**src/rtl/bkram_sd_sequencer.sv**
```systemverilog
// Backup-RAM save/load sequencer: walks one slot's sectors through the hps_io
// sd_rd/sd_wr handshake, tracks dirty state, autosaves on request, aborts on timeout.
module bkram_sd_sequencer #(
  parameter  int SECTORS = 64,
  parameter  int SLOTS   = 4,
  parameter  int LBA_W   = 32,
  parameter  int TIMEOUT = 2**24,
  localparam int SW      = (SLOTS > 1) ? $clog2(SLOTS) : 1,
  localparam int IW      = $clog2(SECTORS),
  localparam int CW      = (TIMEOUT > 1) ? $clog2(TIMEOUT) : 1
) (
  input  logic             clk_sys,
  input  logic             reset_n,
  input  logic             ena,
  input  logic             load_req,
  input  logic             save_req,
  input  logic             autosave_trig,
  input  logic [SW-1:0]    slot,
  input  logic             bram_wr,
  input  logic             sd_ack,
  output logic [LBA_W-1:0] sd_lba,
  output logic             sd_rd,
  output logic             sd_wr,
  output logic             busy,
  output logic             loading,
  output logic             dirty,
  output logic             done,
  output logic             error
);

  typedef enum logic [1:0] {IDLE, REQ, XFER} state_t;

  state_t        r_state;
  logic [SW-1:0] r_slot;
  logic [IW-1:0] r_idx;
  logic [CW-1:0] r_cnt;
  logic          r_load;
  logic          r_ack, r_old_ack;
  logic          r_old_load, r_old_save;

  logic w_ld, w_sv, w_ld_edge, w_sv_edge, w_auto, w_start, w_rise, w_fall;

  assign w_ld      = load_req & ena;
  assign w_sv      = save_req & ena;
  assign w_ld_edge = w_ld & ~r_old_load;
  assign w_sv_edge = w_sv & ~r_old_save;
  assign w_auto    = autosave_trig & dirty & ena;
  assign w_start   = w_ld_edge | w_sv_edge | w_auto;
  // sd_ack is registered once before edge detection, so reactions land two cycles late
  assign w_rise    = r_ack & ~r_old_ack;
  assign w_fall    = ~r_ack & r_old_ack;

  assign sd_lba = LBA_W'({r_slot, r_idx});

  always_ff @(posedge clk_sys or negedge reset_n) begin
    if (!reset_n) begin
      r_state    <= IDLE;
      r_slot     <= '0;
      r_idx      <= '0;
      r_cnt      <= '0;
      r_load     <= 1'b0;
      r_ack      <= 1'b0;
      r_old_ack  <= 1'b0;
      r_old_load <= 1'b0;
      r_old_save <= 1'b0;
      sd_rd      <= 1'b0;
      sd_wr      <= 1'b0;
      busy       <= 1'b0;
      loading    <= 1'b0;
      dirty      <= 1'b0;
      done       <= 1'b0;
      error      <= 1'b0;
    end else begin
      r_ack      <= sd_ack;
      r_old_ack  <= r_ack;
      r_old_load <= w_ld;
      r_old_save <= w_sv;
      done       <= 1'b0;
      error      <= 1'b0;
      case (r_state)
        IDLE: begin
          if (w_start) begin
            r_slot  <= (SLOTS > 1) ? slot : '0;
            r_idx   <= '0;
            r_cnt   <= '0;
            r_load  <= w_ld_edge;
            busy    <= 1'b1;
            loading <= w_ld_edge;
            sd_rd   <= w_ld_edge;
            sd_wr   <= ~w_ld_edge;
            if (!w_ld_edge) dirty <= 1'b0;
            r_state <= REQ;
          end
        end
        REQ: begin
          if (w_rise) begin
            sd_rd   <= 1'b0;
            sd_wr   <= 1'b0;
            r_state <= XFER;
          end else if (r_cnt == CW'(TIMEOUT - 1)) begin
            sd_rd   <= 1'b0;
            sd_wr   <= 1'b0;
            error   <= 1'b1;
            busy    <= 1'b0;
            loading <= 1'b0;
            r_state <= IDLE;
          end else begin
            r_cnt <= r_cnt + 1'b1;
          end
        end
        XFER: begin
          if (w_fall) begin
            if (!ena) begin
              error   <= 1'b1;
              busy    <= 1'b0;
              loading <= 1'b0;
              r_state <= IDLE;
            end else if (r_idx == IW'(SECTORS - 1)) begin
              done    <= 1'b1;
              busy    <= 1'b0;
              loading <= 1'b0;
              if (r_load) dirty <= 1'b0;
              r_state <= IDLE;
            end else begin
              r_idx   <= r_idx + 1'b1;
              r_cnt   <= '0;
              sd_rd   <= r_load;
              sd_wr   <= ~r_load;
              r_state <= REQ;
            end
          end
        end
        default: r_state <= IDLE;
      endcase
      // a core write always wins over any clear in the same cycle
      if (bram_wr) dirty <= 1'b1;
    end
  end

endmodule

```
**config.mk**
```make
export PLATFORM = sky130hd
export DESIGN_NAME = bkram_sd_sequencer
export DESIGN_NICKNAME = d
export VERILOG_FILES = /design/src/rtl/bkram_sd_sequencer.sv
export SDC_FILE = /design/constraint.sdc
export NUM_CORES = 1
export LEC_CHECK = 0
export BUFFER_PORTS_ARGS = -buffer_cell sky130_fd_sc_hd__buf_2
export CORE_MARGIN = 5
export CORE_UTILIZATION = 44
export DETAILED_ROUTE_END_ITERATION = 16
export GPL_TIMING_DRIVEN = 0
export PLACE_DENSITY = 0.68
export SKIP_CTS_REPAIR_TIMING = 1
export SKIP_LAST_GASP = 1
export SLEW_MARGIN = 20
export SYNTH_ARGS = -nofsm -noshare
export SYNTH_HDL_FRONTEND = slang
export SYNTH_SLANG_ARGS = --single-unit
```
**constraint.sdc**
```tcl
create_clock -name clk_sys -period 2 [get_ports clk_sys]
set_input_delay 0.1 -clock clk_sys [delete_from_list [all_inputs] [get_ports clk_sys]]
set_output_delay 0.1 -clock clk_sys [all_outputs]
set_load 0.01 [all_outputs]
```
==> results.md <==
- Hold worst-path end: r_old_save
- Routability cong.: 0.838
- NetSw: 1.69 mW
- Leakage: 1.79 nW
- Achievable Freq: about 440 MHz
- Synth warnings: 0
- CP max FO: 5
- WP buf/inv: 0
- Worst path max stage delay: 430 ps
- Maximum capacitance violations: 0
- Worst reg2reg path depth: 7
- GRT Util Overall: 17.4%
- Sink Count: 46
- Cell Area, Synth: roughly 2800 um2
- Ant. Diodes: 0
- Clock slew at reported path FFs: 90 ps
- Final worst-path cycle share: 113%
- Fin util: around three fifths
- EDFF count, synth: 0
- Worst hold start: save_req
- Via Count: 2571
- Critical setup path kind: flop to flop
- Maximum vdd drop: a little over 800 uV
- Vias per cell: 5.53
- Final setup margin: -265 ps
- Dpl ws: -240 ps
- Switching Share: between 40% and 50%
- Routed Antenna Nets: 0
- Power per cell area: about 1100 nW/um2
- Failing checks: negative setup slack
- GRT Residual Overflow: 0
- Residual DRC: 0
- Hold path cells: 2
- P&R area growth vs syn: 35.4%
- CORE AREA: 6240 um2
- WHS: 27.0 ps
- CP Capture Type: flop
- Ys async rst share: 100%
- Syn avg cell area: 9.31 um2
- Reg-to-reg startpoint: r_cnt[0]
- Clk Tree Root Cell: clkbuf_8
- Die Ht: 89.5 um
- Post-Synthesis Cells: 299
- Flops & latches, synth: 46
- Post-route minimum period: roughly 2300 ps
- H-tree Lvls: 2
- Std-Cell Rows: 29
- Critical Path RT: 2180 ps
- Drt pass-1 iters: 4
- Setup-failing EPs final: 28
- Post-synth cell types: 56
- Largest net degree at the start of global routing: 47
- Die area: 8020 um2
- WP data arrival: 2450 ps
- Reg2reg setup slack: -270 ps
- Status: finished, violations left
- Clock Skew: ~13 ps
- Worst-path cell chain: ha_2, and4_4, nand3_2, nor4_4, nand2_2, a2111oi_4, mux2_4
- Sequential Area: 1150 um2
- Reg-to-Reg End: loading
- Normalized max-slew margin: about three fifths
- Final nets: 404
- Layout fillers: around 530
- Ports: 49
- Port bufs: 24
- Worst slew pin tran: 611 ps
- Total CTS buffers: 5
- Share of power burned in registers: 28.7%
- Layout cells sized above 1: 40.2%
- Initial DRC Count: 107
- Clk buf depth: 2
- Internal Power: roughly 2.4 mW
- RSZ-0062 raised after global routing: yes
- Seq/Total Area, Yosys: 41.3%
- Fin area: 3770 um2
- Synth area leaders: dfrtp_1, buf_4, nand2_1, o21ai_0, nand3_1
- CP Depth: 7
- Die X: 89.5 um
- Clock Latency Late Sink: about 300 ps
- First-pass GRT wire length: 11100 um
- CP max stage cell: dfrtp_1
- Final Slew Violations: 0
- Leading area contributor after synthesis: dfrtp_1
- Synth Flop Type: dfrtp_1
- Total Wirelength: 7260 um
- HP Class: input pin to flop
- Initial antenna violation count: 0
- Starting Density: roughly 45%
- Vias in the first global route: 2400
- Fin. Hold Viols: 0
- CTS tree: done
- Crit path launch type: flop
- Placed Area: 3110 um2
- HPWL Detailed: 4590 um
- Clock Power Share: about 14%
- WL per Instance: 15.6 um
- Logic pwr share: 57.8%
- Top cell type's share of synthesized area: 41.3%
- Crit-path leading delay family: simple AND/OR/NAND/NOR gates
- Area occupied by multi-input gates: ~1700 um2
==> per-stage QoR <==
step	power (mW)	std cells	TNS, ps
after global routing	4.37	465	-7360
after global placement	2.75	423	-3050
after CTS	3.36	430	-5620
after detailed placement	2.80	423	-4580
final	4.08	465	-3290
after floorplan	2.32	322	-68.9
==> layout make-up <==
cell class | instances | area share [%]
Multi-Input combinational cell | 231 | 45.3
Sequential cell | 46 | 30.6
Timing Repair Buffer | 60 | 11.5
Buffer | 34 | 7.04
Tap cell | 77 | 2.56
Clock buffer | 7 | 2.02
Inverter | 10 | 0.996
==> cells in the final DEF, fill, tap and decap left out, types with 3 or more instances in the layout <==
| cell | Yosys | layout |
|---|---|---|
| a21oi_1 | 11 | 9 |
| a31oi_1 | 9 | 7 |
| and2_1 | 5 | 4 |
| and3_1 | 4 | 4 |
| and4_1 | 4 | 3 |
| buf_2 | 4 | 27 |
| buf_4 | 24 | 53 |
| buf_6 | 1 | 6 |
| clkbuf_1 | 6 | 4 |
| clkbuf_8 | 0 | 5 |
| conb_1 | 1 | 24 |
| dfrtp_1 | 46 | 44 |
| dlygate4sd3_1 | 0 | 3 |
| ha_1 | 6 | 3 |
| inv_1 | 10 | 9 |
| nand2_1 | 32 | 30 |
| nand2_2 | 1 | 3 |
| nand2b_1 | 3 | 3 |
| nand3_1 | 18 | 15 |
| nand3_2 | 1 | 3 |
| nand4_1 | 8 | 8 |
| nor2_1 | 7 | 5 |
| nor2b_1 | 5 | 4 |
| o211ai_1 | 4 | 4 |
| o21ai_0 | 19 | 11 |
| o21ai_1 | 5 | 9 |
| o21ai_2 | 0 | 4 |
| o31ai_1 | 11 | 7 |
| o31ai_4 | 1 | 3 |
| or2_2 | 4 | 3 |
| or3_1 | 5 | 4 |
==> synthesized netlist by cell type, types with 3 or more instances <==
| cell type | number |
|---|---|
| a21oi_1 | 11 |
| dfrtp_1 | 46 |
| a21o_1 | 4 |
| buf_4 | 24 |
| inv_1 | 10 |
| nand2_1 | 32 |
| buf_2 | 4 |
| ha_1 | 6 |
| or2_2 | 4 |
| nand2b_1 | 3 |
| or3_1 | 5 |
| nor3_1 | 4 |
| o21ai_1 | 5 |
| and4_1 | 4 |
| o41ai_1 | 3 |
| a31oi_1 | 9 |
| nor2_1 | 7 |
| clkbuf_1 | 6 |
| and3_1 | 4 |
| o31ai_1 | 11 |
| nand3_1 | 18 |
| nor2b_1 | 5 |
| o21ai_0 | 19 |
| nand4_1 | 8 |
| and2_1 | 5 |
| o311ai_0 | 3 |
| o211ai_1 | 4 |
==> logic make-up after synthesis <==
group                    after synthesis  synth area share (%)
AND/OR/NAND/NOR                      115                  23.7
AO/OA/AOI/OAI                         82                  20.6
flip-flops                            46                  41.3
buffers and inverters                 45                  9.75
adder cells (fa/ha/maj)                6                  2.70
multiplexers                           4                  1.71
other                                  1                 0.135
==> registers in the layout, summed over array words and instances (netlist names) <==
name,count
r_state,2
loading,1
r_load,1
r_cnt,24
r_old_load,1
r_old_ack,1
r_ack,1
r_slot,2
sd_rd,1
r_old_save,1
dirty,1
busy,1
error,1
done,1
r_idx,6
sd_wr,1
==> per-layer routing <==
layer	routed length, um	GRT usage [%]
met5	0	0
met4	102	6.09
met3	334	3.59
met2	3650	29.1
met1	3170	22.4
==> power by group through the flow <==
stage,Combinational [mW],Clock [mW],Sequential (mW)
after floorplan,1.12,0,1.21
after global placement,1.57,0,1.18
after detailed placement,1.62,0,1.18
after CTS,1.62,0.573,1.17
after global routing,2.56,0.619,1.19
final,2.36,0.552,1.17
==> worst max path at each step <==
| stage | end | slack (ps) | startpoint |
|---|---|---|---|
| finish | loading | -270 | r_cnt[0] |
| global placement | r_cnt[3] | -200 | r_state[1] |
| global route | loading | -350 | r_cnt[0] |
| CTS | r_cnt[2] | -280 | r_state[0] |
| detailed placement | r_cnt[6] | -240 | r_state[0] |
| floorplan | r_cnt[3] | -40 | r_idx[0] |
No activity file was read; power rests on OpenSTA's default activity.
